`config.mk`:
```
export PLATFORM = sky130hd
export DESIGN_NAME = option_feeder_flat
export DESIGN_NICKNAME = d
export VERILOG_FILES = /design/src/rtl/option_feeder_if.sv /design/src/rtl/option_feeder.sv /design/src/flat_wrapper.sv
export SDC_FILE = /design/constraint.sdc
export NUM_CORES = 1
export LEC_CHECK = 0
export CELL_PAD_IN_SITES_DETAIL_PLACEMENT = 1
export CELL_PAD_IN_SITES_GLOBAL_PLACEMENT = 2
export CORE_MARGIN = 3
export CORE_UTILIZATION = 40
export DETAILED_ROUTE_END_ITERATION = 7
export GPL_TIMING_DRIVEN = 0
export MAX_ROUTING_LAYER = met4
export PLACE_DENSITY = 0.69
export SYNTH_ARGS = -nofsm -noshare
export SYNTH_HDL_FRONTEND = slang
export SYNTH_SLANG_ARGS = --single-unit
```
`constraint.sdc`:
```
create_clock -name clk -period 9.6 [get_ports clk]
set_clock_uncertainty 0.15 [all_clocks]
set_input_delay 1.92 -clock clk [delete_from_list [all_inputs] [get_ports clk]]
set_output_delay 1.92 -clock clk [all_outputs]
set_load 0.005 [all_outputs]
```
`src/rtl/option_feeder_if.sv`:
```
// Bundle of the load bus, solver verdict inputs and option stream outputs of option_feeder.
// master is the loader/solver side, slave is the feeder itself.
interface option_feeder_if #(
    parameter int MAX_ROWS = 3,
    parameter int MAX_COLS = 3,
    parameter int CW       = 7
);
    localparam int W   = (MAX_ROWS > MAX_COLS) ? MAX_ROWS : MAX_COLS;
    localparam int L   = MAX_ROWS + MAX_COLS;
    localparam int LW  = $clog2(L);
    localparam int RW  = $clog2(MAX_ROWS + 1);
    localparam int CLW = $clog2(MAX_COLS + 1);

    logic [RW-1:0]   num_rows;
    logic [CLW-1:0]  num_cols;
    logic            load_valid;
    logic [LW-1:0]   load_line;
    logic [W-1:0]    load_option;
    logic            load_last;
    logic            load_ready;
    logic            put_back_to_FIFO;
    logic            solved;
    logic            started;
    logic [W-1:0]    option;
    logic            option_valid;
    logic [L*CW-1:0] old_options_amnt;
    logic            busy;
    logic            done;
    logic            stuck;
    logic            overflow;

    modport master (
        output num_rows, num_cols, load_valid, load_line, load_option, load_last,
               put_back_to_FIFO, solved,
        input  load_ready, started, option, option_valid, old_options_amnt,
               busy, done, stuck, overflow
    );

    modport slave (
        input  num_rows, num_cols, load_valid, load_line, load_option, load_last,
               put_back_to_FIFO, solved,
        output load_ready, started, option, option_valid, old_options_amnt,
               busy, done, stuck, overflow
    );
endinterface

```
`src/rtl/option_feeder.sv`:
```
// Streams every candidate option line by line to the solver each round and recycles
// the options the solver keeps through a circular buffer until solved or no progress.
module option_feeder #(
    parameter int MAX_ROWS = 3,
    parameter int MAX_COLS = 3,
    parameter int DEPTH    = 64,
    parameter int CW       = 7
) (
    input  logic           clk,
    input  logic           rst,
    option_feeder_if.slave bus
);
    localparam int W  = (MAX_ROWS > MAX_COLS) ? MAX_ROWS : MAX_COLS;
    localparam int L  = MAX_ROWS + MAX_COLS;
    localparam int LW = $clog2(L);
    localparam int AW = $clog2(DEPTH);
    localparam int EW = LW + W;

    typedef enum logic [2:0] {
        S_IDLE, S_START, S_INDEX, S_OPTS, S_FLUSH, S_CHECK, S_DONE
    } state_t;

    state_t r_state, w_state_next;

    logic [EW-1:0] r_mem [DEPTH];
    logic [EW-1:0] r_head_data;
    logic [EW-1:0] r_pend;
    logic [AW-1:0] r_head, r_tail;
    logic [AW:0]   r_occ;
    logic [CW-1:0] r_count [L];
    logic [CW-1:0] r_new [L];
    logic [CW-1:0] r_rem;
    logic [LW-1:0] r_line;
    logic [LW:0]   r_num_lines;
    logic          r_pend_valid, r_removed_any, r_done, r_stuck, r_overflow;

    logic          w_load, w_full, w_load_wr, w_push, w_pop, w_we, w_last_line;
    logic [AW-1:0] w_ra;
    logic [EW-1:0] w_wd;
    logic [LW-1:0] w_pend_line;

    assign w_pop       = (r_state == S_OPTS);
    assign w_load      = (r_state == S_IDLE) && bus.load_valid;
    assign w_full      = (r_occ == (AW+1)'(DEPTH));
    assign w_load_wr   = w_load && !w_full;
    assign w_push      = r_pend_valid && bus.put_back_to_FIFO;
    assign w_we        = w_load_wr || w_push;
    assign w_wd        = w_push ? r_pend : {bus.load_line, bus.load_option};
    assign w_ra        = w_pop ? r_head + AW'(1) : r_head;
    assign w_last_line = ({1'b0, r_line} == r_num_lines - (LW+1)'(1));
    assign w_pend_line = r_pend[EW-1:W];

    // Registered read prefetches the next head; a same-cycle write to that slot is forwarded.
    always_ff @(posedge clk) begin
        if (w_we) begin
            r_mem[r_tail] <= w_wd;
        end
        r_head_data <= (w_we && (r_tail == w_ra)) ? w_wd : r_mem[w_ra];
    end

    always_comb begin
        w_state_next     = r_state;
        bus.started      = 1'b0;
        bus.option_valid = 1'b0;
        bus.option       = '0;
        case (r_state)
            S_IDLE: begin
                if (bus.load_valid && bus.load_last) w_state_next = S_START;
            end
            S_START: begin
                bus.started  = 1'b1;
                w_state_next = S_INDEX;
            end
            S_INDEX: begin
                bus.option_valid = 1'b1;
                bus.option       = W'(r_line);
                if (r_count[r_line] != '0) w_state_next = S_OPTS;
                else if (w_last_line)      w_state_next = S_FLUSH;
            end
            S_OPTS: begin
                bus.option_valid = 1'b1;
                bus.option       = r_head_data[W-1:0];
                if (r_rem == CW'(1)) w_state_next = w_last_line ? S_FLUSH : S_INDEX;
            end
            S_FLUSH: w_state_next = S_CHECK;
            S_CHECK: w_state_next = (bus.solved || !r_removed_any) ? S_DONE : S_INDEX;
            S_DONE:  w_state_next = S_DONE;
            default: w_state_next = S_IDLE;
        endcase
    end

    always_ff @(posedge clk) begin
        if (!rst) begin
            r_state       <= S_IDLE;
            r_head        <= '0;
            r_tail        <= '0;
            r_occ         <= '0;
            r_pend        <= '0;
            r_pend_valid  <= 1'b0;
            r_rem         <= '0;
            r_line        <= '0;
            r_num_lines   <= '0;
            r_removed_any <= 1'b0;
            r_done        <= 1'b0;
            r_stuck       <= 1'b0;
            r_overflow    <= 1'b0;
            for (int i = 0; i < L; i++) begin
                r_count[i] <= '0;
                r_new[i]   <= '0;
            end
        end else begin
            r_state      <= w_state_next;
            r_pend_valid <= w_pop;
            if (w_pop) begin
                r_pend <= r_head_data;
                r_head <= r_head + AW'(1);
            end
            if (w_we) r_tail <= r_tail + AW'(1);
            if (w_we && !w_pop)      r_occ <= r_occ + (AW+1)'(1);
            else if (!w_we && w_pop) r_occ <= r_occ - (AW+1)'(1);
            if (w_load && w_full) r_overflow <= 1'b1;
            if (w_load_wr) r_count[bus.load_line] <= r_count[bus.load_line] + CW'(1);
            if (w_load && bus.load_last) begin
                r_num_lines <= (LW+1)'(bus.num_rows) + (LW+1)'(bus.num_cols);
            end
            if (w_push) r_new[w_pend_line] <= r_new[w_pend_line] + CW'(1);
            if (r_pend_valid && !bus.put_back_to_FIFO) r_removed_any <= 1'b1;

            case (r_state)
                S_START: r_line <= '0;
                S_INDEX: begin
                    r_rem <= r_count[r_line];
                    if ((r_count[r_line] == '0) && !w_last_line) r_line <= r_line + LW'(1);
                end
                S_OPTS: begin
                    r_rem <= r_rem - CW'(1);
                    if ((r_rem == CW'(1)) && !w_last_line) r_line <= r_line + LW'(1);
                end
                S_CHECK: begin
                    for (int i = 0; i < L; i++) begin
                        r_count[i] <= r_new[i];
                        r_new[i]   <= '0;
                    end
                    r_removed_any <= 1'b0;
                    r_line        <= '0;
                    if (bus.solved)          r_done  <= 1'b1;
                    else if (!r_removed_any) r_stuck <= 1'b1;
                end
                default: ;
            endcase
        end
    end

    generate
        for (genvar gi = 0; gi < L; gi++) begin : g_cnt
            assign bus.old_options_amnt[gi*CW +: CW] = r_count[gi];
        end
    endgenerate

    assign bus.load_ready = (r_state == S_IDLE);
    assign bus.busy       = !((r_state == S_IDLE) || (r_state == S_DONE));
    assign bus.done       = r_done;
    assign bus.stuck      = r_stuck;
    assign bus.overflow   = r_overflow;
endmodule

```
`src/flat_wrapper.sv`:
```
// flat-port wrapper written by rule: the top's interface ports become plain ports
module option_feeder_flat 
#(
    parameter int MAX_ROWS = 3,
    parameter int MAX_COLS = 3,
    parameter int DEPTH    = 64,
    parameter int CW       = 7
)
  (clk, rst, bus_num_rows, bus_num_cols, bus_load_valid, bus_load_line, bus_load_option, bus_load_last, bus_put_back_to_FIFO, bus_solved, bus_load_ready, bus_started, bus_option, bus_option_valid, bus_old_options_amnt, bus_busy, bus_done, bus_stuck, bus_overflow);
  option_feeder_if #(.MAX_ROWS(MAX_ROWS), .MAX_COLS(MAX_COLS), .CW(CW)) bus_i ();
  input  logic clk;
  input  logic rst;
  input wire logic [$bits(bus_i.num_rows)-1:0] bus_num_rows;
  input wire logic [$bits(bus_i.num_cols)-1:0] bus_num_cols;
  input wire logic [$bits(bus_i.load_valid)-1:0] bus_load_valid;
  input wire logic [$bits(bus_i.load_line)-1:0] bus_load_line;
  input wire logic [$bits(bus_i.load_option)-1:0] bus_load_option;
  input wire logic [$bits(bus_i.load_last)-1:0] bus_load_last;
  input wire logic [$bits(bus_i.put_back_to_FIFO)-1:0] bus_put_back_to_FIFO;
  input wire logic [$bits(bus_i.solved)-1:0] bus_solved;
  output wire logic [$bits(bus_i.load_ready)-1:0] bus_load_ready;
  output wire logic [$bits(bus_i.started)-1:0] bus_started;
  output wire logic [$bits(bus_i.option)-1:0] bus_option;
  output wire logic [$bits(bus_i.option_valid)-1:0] bus_option_valid;
  output wire logic [$bits(bus_i.old_options_amnt)-1:0] bus_old_options_amnt;
  output wire logic [$bits(bus_i.busy)-1:0] bus_busy;
  output wire logic [$bits(bus_i.done)-1:0] bus_done;
  output wire logic [$bits(bus_i.stuck)-1:0] bus_stuck;
  output wire logic [$bits(bus_i.overflow)-1:0] bus_overflow;
  assign bus_i.num_rows = bus_num_rows;
  assign bus_i.num_cols = bus_num_cols;
  assign bus_i.load_valid = bus_load_valid;
  assign bus_i.load_line = bus_load_line;
  assign bus_i.load_option = bus_load_option;
  assign bus_i.load_last = bus_load_last;
  assign bus_i.put_back_to_FIFO = bus_put_back_to_FIFO;
  assign bus_i.solved = bus_solved;
  assign bus_load_ready = bus_i.load_ready;
  assign bus_started = bus_i.started;
  assign bus_option = bus_i.option;
  assign bus_option_valid = bus_i.option_valid;
  assign bus_old_options_amnt = bus_i.old_options_amnt;
  assign bus_busy = bus_i.busy;
  assign bus_done = bus_i.done;
  assign bus_stuck = bus_i.stuck;
  assign bus_overflow = bus_i.overflow;
  option_feeder #(.MAX_ROWS(MAX_ROWS), .MAX_COLS(MAX_COLS), .DEPTH(DEPTH), .CW(CW)) u_core (.clk(clk), .rst(rst), .bus(bus_i));
endmodule
```
==> metrics.md, run 1 <==
| Metric | Value |
|---|---|
| Die area | `62100 µm²` |
| Worst-path fanout max | `10` |
| Setup violators final | `0` |
| CTS H-tree depth | `2` |
| Vias per inst | `5.65` |
| Final Net Count | `1644` |
| CP Depth | `10` |
| CTS buffer count | `58` |
| DRT antenna net count | `0` |
| Max-Cap Viols | `0` |
| Global Route Usage Sum | `0.216` |
| TNS Setup | `0 ps` |
| Synth Area per Inst | `16.0 µm²` |
| Drt initial violations | `1079` |
| Place WS | `3660 ps` |
| CP max stage cell | `buf_2` |
| Critical Path Most Common Cell | `buf_2` |
| Final Hold Fails | `0` |
| WP data arrival | `4210 ps` |
| Post-CTS sizing | `0` |
| Fin worst setup slack | `3320 ps` |
| GP Congestion | `0.863` |
| Clk root buf | `clkbuf_16` |
| Vias in the first global route | `14.4k` |
| Post-synthesis cell area | `23600 µm²` |
| Tot Pwr | `5.49 mW` |
| Crit path max-delay family | `buffers and inverters` |
| Starting Density | `0.407` |
| Worst slew pin tran | `1320 ps` |
| Reg2reg end | `u_core.r_occ[6]$_SDFFE_PN0P_` |
| FP Rows | `88` |
| Global-route wire length before repair | `96.7 mm` |
| DP Wirelength | `46.4 mm` |
| Share of cells above drive strength 1 | `0.173` |
| Ys async rst share | `0` |
| Top post-synthesis cells by area | `edfxtp_1, mux4_2, dfxtp_1` |
| Diode count | `0` |
| Clock Tree Buf Depth | `3` |
| Clk slew on worst S/H paths | `50 ps` |
| Crit Path Class | `flip-flop to output port` |
| Final period util | `0.654` |
| Yosys warnings | `0` |
| Critical Path Sink Type | `output port` |
| Post-CTS Hold Buffers | `0` |
| DR vias | `13.7k` |
| Yosys top cell by area | `edfxtp_1` |
| WP data required | `7530 ps` |
| Number of port buffers | `65` |
| CTS tree | `built` |
| Largest net degree at the start of global routing | `65` |
| Grt ovf | `0` |
| Core Util, Final | `0.468` |
| Top cells by count, synth | `edfxtp_1, nor2_1, mux4_2` |
| Post-Syn Instances | `1482` |
| Number of clock sinks | `554` |
| Initial antenna violation count | `0` |
| Average wire per standard cell | `27.0 µm` |
| Unrepaired setup endpoints after global routing | `no` |
| Post-synth cell types | `72` |
| Top Ports | `68` |
| Remaining DRCs | `0` |
| Headroom to the max-slew limit | `0.122` |
| CP endpoint | `bus_option[2]` |
| FF-to-FF Start | `u_core.r_state[2]$_SDFFE_PN0P_` |
| Fmax | `0.159 GHz` |
| #FFs+latches synth | `554` |
| VDD IR max | `147 µV` |
| Skew-Pair Late Insertion Delay | `650 ps` |
| Die width | `249 µm` |
| Pleak | `8.74 nW` |
| Status | `completed` |
| WP buf/inv | `5` |
| CP Cell Sequence | `buf_2 > buf_6 > buf_2 > buf_2 > mux4_2 > a221oi_1 > o21ai_1 > nand4_1 > o21ai_1 > clkdlybuf4s50_1` |
| Core area | `58100 µm²` |
| Post-CTS setup buffers | `0` |
| CP peak stage delay | `470 ps` |
| Power per cell area | `201 nW/µm²` |
| Area grow syn2layout | `15.2%` |
| Share of the synthesized area in the top cell type | `0.630` |
| Worst hold path class | `flip-flop to flip-flop` |
| Final min period | `6280 ps` |
| Number of synthesized flops with an enable pin | `496` |
| Top_reg_cell synth | `edfxtp_1` |
| Register area share after synthesis | `0.679` |
| Count leader, synth | `edfxtp_1` |
| Worst reg2reg setup slack | `5620 ps` |
| Die Y | `249 µm` |
| Total length of routed wires | `65.4 mm` |
| Post-synthesis net count | `1516` |
| Max Slew Vio Count | `0` |
| DRT Pass-1 Iters | `5` |
| Critical path launch point type | `flip-flop` |
| Reg2Reg Depth | `15` |
-- routing by layer --
metal	global-route usage	vias to the layer above	share of wire
met5	-	-	0
met2	0.360	371	0.50
met1	0.278	7196	0.43
li1	-	6046	-
met4	0.0486	0	0.020
met3	0.0384	88	0.053
-- worst register-to-register path, cell delays in order (launching register included) --
cell and delay, ps:
dfxtp_1 300, clkbuf_1 240, or4b_1 540, a31oi_2 450, nor2_2 150, inv_1 150, ha_1 220, inv_1 160
ha_1 320, nor2b_1 130, o21ai_0 160, nand2b_1 110, a21o_1 190, a21oi_1 180, mux2i_1 270, mux2i_1 190
-- through the flow --
stage / instances / instance area (µm²) / hold WS [ps]
after floorplan: 1482 / 23600 / 275
after global placement: 2312 / 25300 / 295
after detailed placement: 2315 / 25400 / 309
after CTS: 2424 / 27200 / 322
after global routing: 2424 / 27200 / 343
final: 2424 / 27200 / 317
-- sequential cells by signal, indices dropped and copies added (netlist names), 6 cells and up, named ones only --
signal          flops
u_core.r_count     56
u_core.r_tail       6
u_core.r_mem      384
u_core.r_new       56
u_core.r_head       6
u_core.r_rem        7
u_core.r_occ        7
u_core.r_pend       6
-- cell type report --
class	count	area [µm²]
plain buffers	81	463
clock buffers	71	1500
clock inverters	38	369
fillers	5602	30900
inverters	35	131
multi-input cells	812	7030
flip-flops and latches	554	16100
well taps	765	957
repair buffers	68	726
-- logic make-up (layout without fill, tap and decap cells) --
logic type / count (synthesis) / after routing / synth area share
adders and majority gates: 18 / 18 / 0.0102
buffers and inverters: 116 / 293 / 0.0251
AOI/OAI and AO/OA: 189 / 189 / 0.0544
xor gates and xnor gates: 30 / 30 / 0.0129
DFF: 554 / 554 / 0.679
muxes: 188 / 188 / 0.145
and+or+nand+nor: 387 / 387 / 0.0735
-- report_power, final --
group / internal, mW / total [mW] / switching [mW]
Combinational: 0.220 / 0.545 / 0.325
Sequential: 2.68 / 2.72 / 0.0429
Clock: 1.25 / 2.22 / 0.961
Total: 4.16 / 5.49 / 1.33
-- placed cells by master (no fill, tap or decap), types with 14 or more instances in the layout --
master           count
dfxtp_1             58
o21ai_1             30
nand3_1             27
nand2_1             96
clkdlybuf4s50_1     65
a22o_1              26
a22oi_1             17
edfxtp_1           496
clkbuf_16           58
a21oi_1             37
mux2i_1             51
buf_2               22
o21ai_0             20
mux4_2             122
ha_1                16
nor3_1              26
clkinv_1            15
a221oi_1            14
inv_1               31
clkbuf_1            45
nor2_1             170
-- worst min path at each step --
stage	slack, ps	cells after the start	endpoint	start
2_1_floorplan	280	1	flip-flop	u_core.r_head[5]$_SDFF_PN0_
3_3_place_gp	300	1	flip-flop	u_core.r_head[5]$_SDFF_PN0_
3_5_place_dp	310	2	u_core.bus.stuck$_SDFFE_PN0P_	u_core.bus.stuck$_SDFFE_PN0P_
4_1_cts	320	2	u_core.r_pend[2]$_SDFFE_PN0N_	u_core.r_pend[2]$_SDFFE_PN0N_
6_report	320	2	u_core.r_pend[2]$_SDFFE_PN0N_	u_core.r_pend[2]$_SDFFE_PN0N_
5_1_grt	340	1	flip-flop	u_core.r_head[5]$_SDFF_PN0_
(Power assumes the default switching activity.)
==> inputs of run 2 (changes only) <==
clock period = 5.9 ns   (was 9.6 ns; I/O delays follow)
==> results of run 2 <==
Same layout as run 1 (identical final DEF). Status: completed.
Main changes from that run: setup slack after placement 3660 ps -> 698 ps; setup slack after layout 3320 ps -> 363 ps; register-to-register setup slack 5620 ps -> 1920 ps; total power 5.49 mW -> 8.93 mW; worst IR drop on VDD 147 µV -> 239 µV
==> inputs of run 3 (changes only) <==
CORE_MARGIN = 2   (was 3)
PLACE_DENSITY = not set   (was 0.69)
PLACE_DENSITY_LB_ADDON = 0.1   (was not set)
==> run 3 against run 2 <==
  * Fmax is 1.5% lower
  * Total power is 0.42% higher
  * Flip-flop and latch count stayed put
  * Wire length is 1.5% higher
  * Global-route usage is 1.1 points higher
==> metrics.md, run 3 (synthesis results as in run 1) <==
| Metric | Value |
|---|---|
| Global-route wire length before repair | `96.9 mm (was 96.7 mm)` |
| Register share of total power | `0.495 (was 0.497)` |
| Post-CTS sizing | `0 (unchanged)` |
| Final period util | `0.953 (was 0.938)` |
| WP data arrival | `4290 ps (was 4210 ps)` |
| Power Internal | `6.82 mW (was 6.76 mW)` |
| CTS buffer count | `60 (was 58)` |
| DP Area | `25400 µm² (about the same)` |
| Unrepaired setup endpoints after global routing | `no (unchanged)` |
| Final instance area | `27300 µm² (was 27200 µm²)` |
| WP data required | `4570 ps (about the same)` |
| Status | `completed (unchanged)` |
| Die area | `61100 µm² (was 62100 µm²)` |
| WP buf/inv | `4 (was 5)` |
| Pleak | `8.79 nW (was 8.74 nW)` |
| Core Util, Final | `0.465 (was 0.468)` |
| Die width | `247 µm (was 249 µm)` |
| Grt ovf | `0 (unchanged)` |
| Final min period | `5620 ps (was 5540 ps)` |
| Initial antenna violation count | `1 (was 0)` |
| Clock Tree Buf Depth | `3 (unchanged)` |
| Reg2reg end | `u_core.r_occ[6]$_SDFFE_PN0P_ (unchanged)` |
| Most common cell after layout, fill and taps aside | `edfxtp_1 (unchanged)` |
| CP Depth | `9 (was 10)` |
| Vias per inst | `5.55 (was 5.65)` |
| Total length of routed wires | `66.4 mm (was 65.4 mm)` |
| Max Slew Vio Count | `0 (unchanged)` |
| Clock power frac | `0.406 (was 0.404)` |
| Final Net Count | `1646 (was 1644)` |
| Global Route Usage Sum | `0.227 (was 0.216)` |
| Crit Path Class | `flip-flop to output port (unchanged)` |
| CP max stage cell | `clkbuf_1 (was buf_2)` |
| Die Y | `247 µm (was 249 µm)` |
| Critical path launch point type | `flip-flop (unchanged)` |
| Remaining DRCs | `0 (unchanged)` |
| CP Cell Sequence | `clkbuf_1 > inv_1 > nor2_1 > clkbuf_1 > a221oi_1 > o21ai_1 > nand4_1 > o21ai_1 > clkdlybuf4s50_1 (was buf_2 > buf_6 > buf_2 > buf_2 > mux4_2 > a221oi_1 > o21ai_1 > nand4_1 > o21ai_1 > clkdlybuf4s50_1)` |
| Core area | `58700 µm² (was 58100 µm²)` |
| Power per cell area | `329 nW/µm² (was 328 nW/µm²)` |
| Tot Pwr | `8.96 mW (was 8.93 mW)` |
| Drt initial violations | `976 (was 1079)` |
| Top Ports | `68 (unchanged)` |
| Clk root buf | `clkbuf_16 (unchanged)` |
| Setup violators final | `0 (unchanged)` |
| GP Congestion | `0.879 (was 0.863)` |
| Post-CTS Hold Buffers | `0 (unchanged)` |
| Starting Density | `0.403 (was 0.407)` |
| Worst slew pin tran | `1350 ps (was 1320 ps)` |
| FF-to-FF Start | `u_core.r_state[2]$_SDFFE_PN0P_ (unchanged)` |
| Sw Share | `0.239 (was 0.242)` |
| P_sw | `2.15 mW (was 2.16 mW)` |
| Largest Register | `u_core.r_mem (unchanged)` |
| Final Hold Fails | `0 (unchanged)` |
| VDD IR max | `220 µV (was 239 µV)` |
| DR vias | `13.5k (was 13.7k)` |
| Largest net degree at the start of global routing | `65 (unchanged)` |
| Critical Path Sink Type | `output port (unchanged)` |
| Number of flip-flops in the largest register | `384 (unchanged)` |
| Gate power share | `0.100 (was 0.099)` |
| CP endpoint | `bus_option[2] (unchanged)` |
| Fmax | `0.178 GHz (was 0.181 GHz)` |
| Most frequent cells in the layout | `edfxtp_1, nor2_1, mux4_2, nand2_1, clkdlybuf4s50_1 (unchanged)` |
| DRT antenna net count | `0 (unchanged)` |
| Number of clock sinks | `554 (unchanged)` |
| CP peak stage delay | `540 ps (was 470 ps)` |
| Max-Cap Viols | `0 (unchanged)` |
| Worst hold path class | `flip-flop to flip-flop (unchanged)` |
| Biggest regs | `u_core.r_mem: 384 flops, u_core.r_count: 56 flops, u_core.r_new: 56 flops (unchanged)` |
| Skew-Pair Late Insertion Delay | `620 ps (was 650 ps)` |
| Vias in the first global route | `14.2k (was 14.4k)` |
| Area grow syn2layout | `15.3% (was 15.2%)` |
| Number of port buffers | `65 (unchanged)` |
| CTS tree | `built (unchanged)` |
| Worst-path fanout max | `10 (unchanged)` |
| Average wire per standard cell | `27.3 µm (was 27.0 µm)` |
| CTS H-tree depth | `2 (unchanged)` |
| FP Rows | `89 (was 88)` |
| DRT Pass-1 Iters | `5 (unchanged)` |
| Clk slew on worst S/H paths | `60 ps (was 50 ps)` |
| Diode count | `0 (unchanged)` |
| DP Wirelength | `47.1 mm (was 46.4 mm)` |
| Worst reg2reg setup slack | `1840 ps (was 1920 ps)` |
| Headroom to the max-slew limit | `0.102 (was 0.122)` |
| Reg2Reg Depth | `15 (unchanged)` |
| Post-CTS setup buffers | `0 (unchanged)` |
| Share of cells above drive strength 1 | `0.174 (was 0.173)` |
| Crit path max-delay family | `buffers and inverters (unchanged)` |
-- run 3: cell types whose count changed in the layout (fill, tap and decap cells not counted) --
cell        before  now
clkbuf_8         0    1
inv_16           2    0
bufinv_16        5    4
clkbuf_1        45   43
buf_16           2    1
clkinvlp_4       8    1
clkinv_2         6   13
inv_8            1    0
clkinv_4         0    1
clkinv_1        15   19
buf_12           1    2
clkbuf_16       58   62
-- run 3: cell type report --
class	count	area, µm²
Fill cell	5625	31400
Sequential cell	554	16100
Multi-Input combinational cell	812	7030
Clock buffer	74	1610
Tap cell	773	967
Timing Repair Buffer	68	718
Buffer	81	463
Clock inverter	39	294
Inverter	35	131
-- run 3: per-layer routing --
layer	global-route usage	wire [µm]
met1	0.285	28100
met2	0.391	34200
met4	0.0569	1260
met3	0.0296	2890
met5	-	0
-- run 3: how the worst min path moves through the flow --
stage	from	to	slack (ps)	depth (start not counted)
after floorplan	u_core.r_head[5]$_SDFF_PN0_	flip-flop	280	1
after global placement	u_core.r_head[5]$_SDFF_PN0_	flip-flop	290	1
after detailed placement	u_core.r_head[5]$_SDFF_PN0_	flip-flop	310	1
after CTS	u_core.r_head[5]$_SDFF_PN0_	flip-flop	320	1
after global routing	u_core.r_pend[2]$_SDFFE_PN0N_	u_core.r_pend[2]$_SDFFE_PN0N_	340	2
final	u_core.r_pend[2]$_SDFFE_PN0N_	u_core.r_pend[2]$_SDFFE_PN0N_	320	2
-- run 3: stage by stage --
step	hold slack, ps	cells	setup slack [ps]	setup TNS [ps]
floorplan	275	1482	921	0
global placement	292	2320	-2860	-545910
detailed placement	306	2323	676	0
CTS	317	2436	190	0
global route	344	2436	149	0
finish	317	2436	278	0
-- run 3: worst min-delay path, stage by stage, from the launching register on --
cell     delay (ps)
dfxtp_1         310
nand2_1          50
a21oi_1          60
-- run 3: power groups by stage --
stage | clock (mW) | combinational [mW] | sequential (mW)
after floorplan | 0 | 0.595 | 4.49
after CTS | 3.71 | 0.906 | 4.44
after detailed placement | 0 | 0.902 | 4.52
final | 3.64 | 0.892 | 4.43
after global routing | 3.85 | 0.980 | 4.44
after global placement | 0 | 0.880 | 4.52
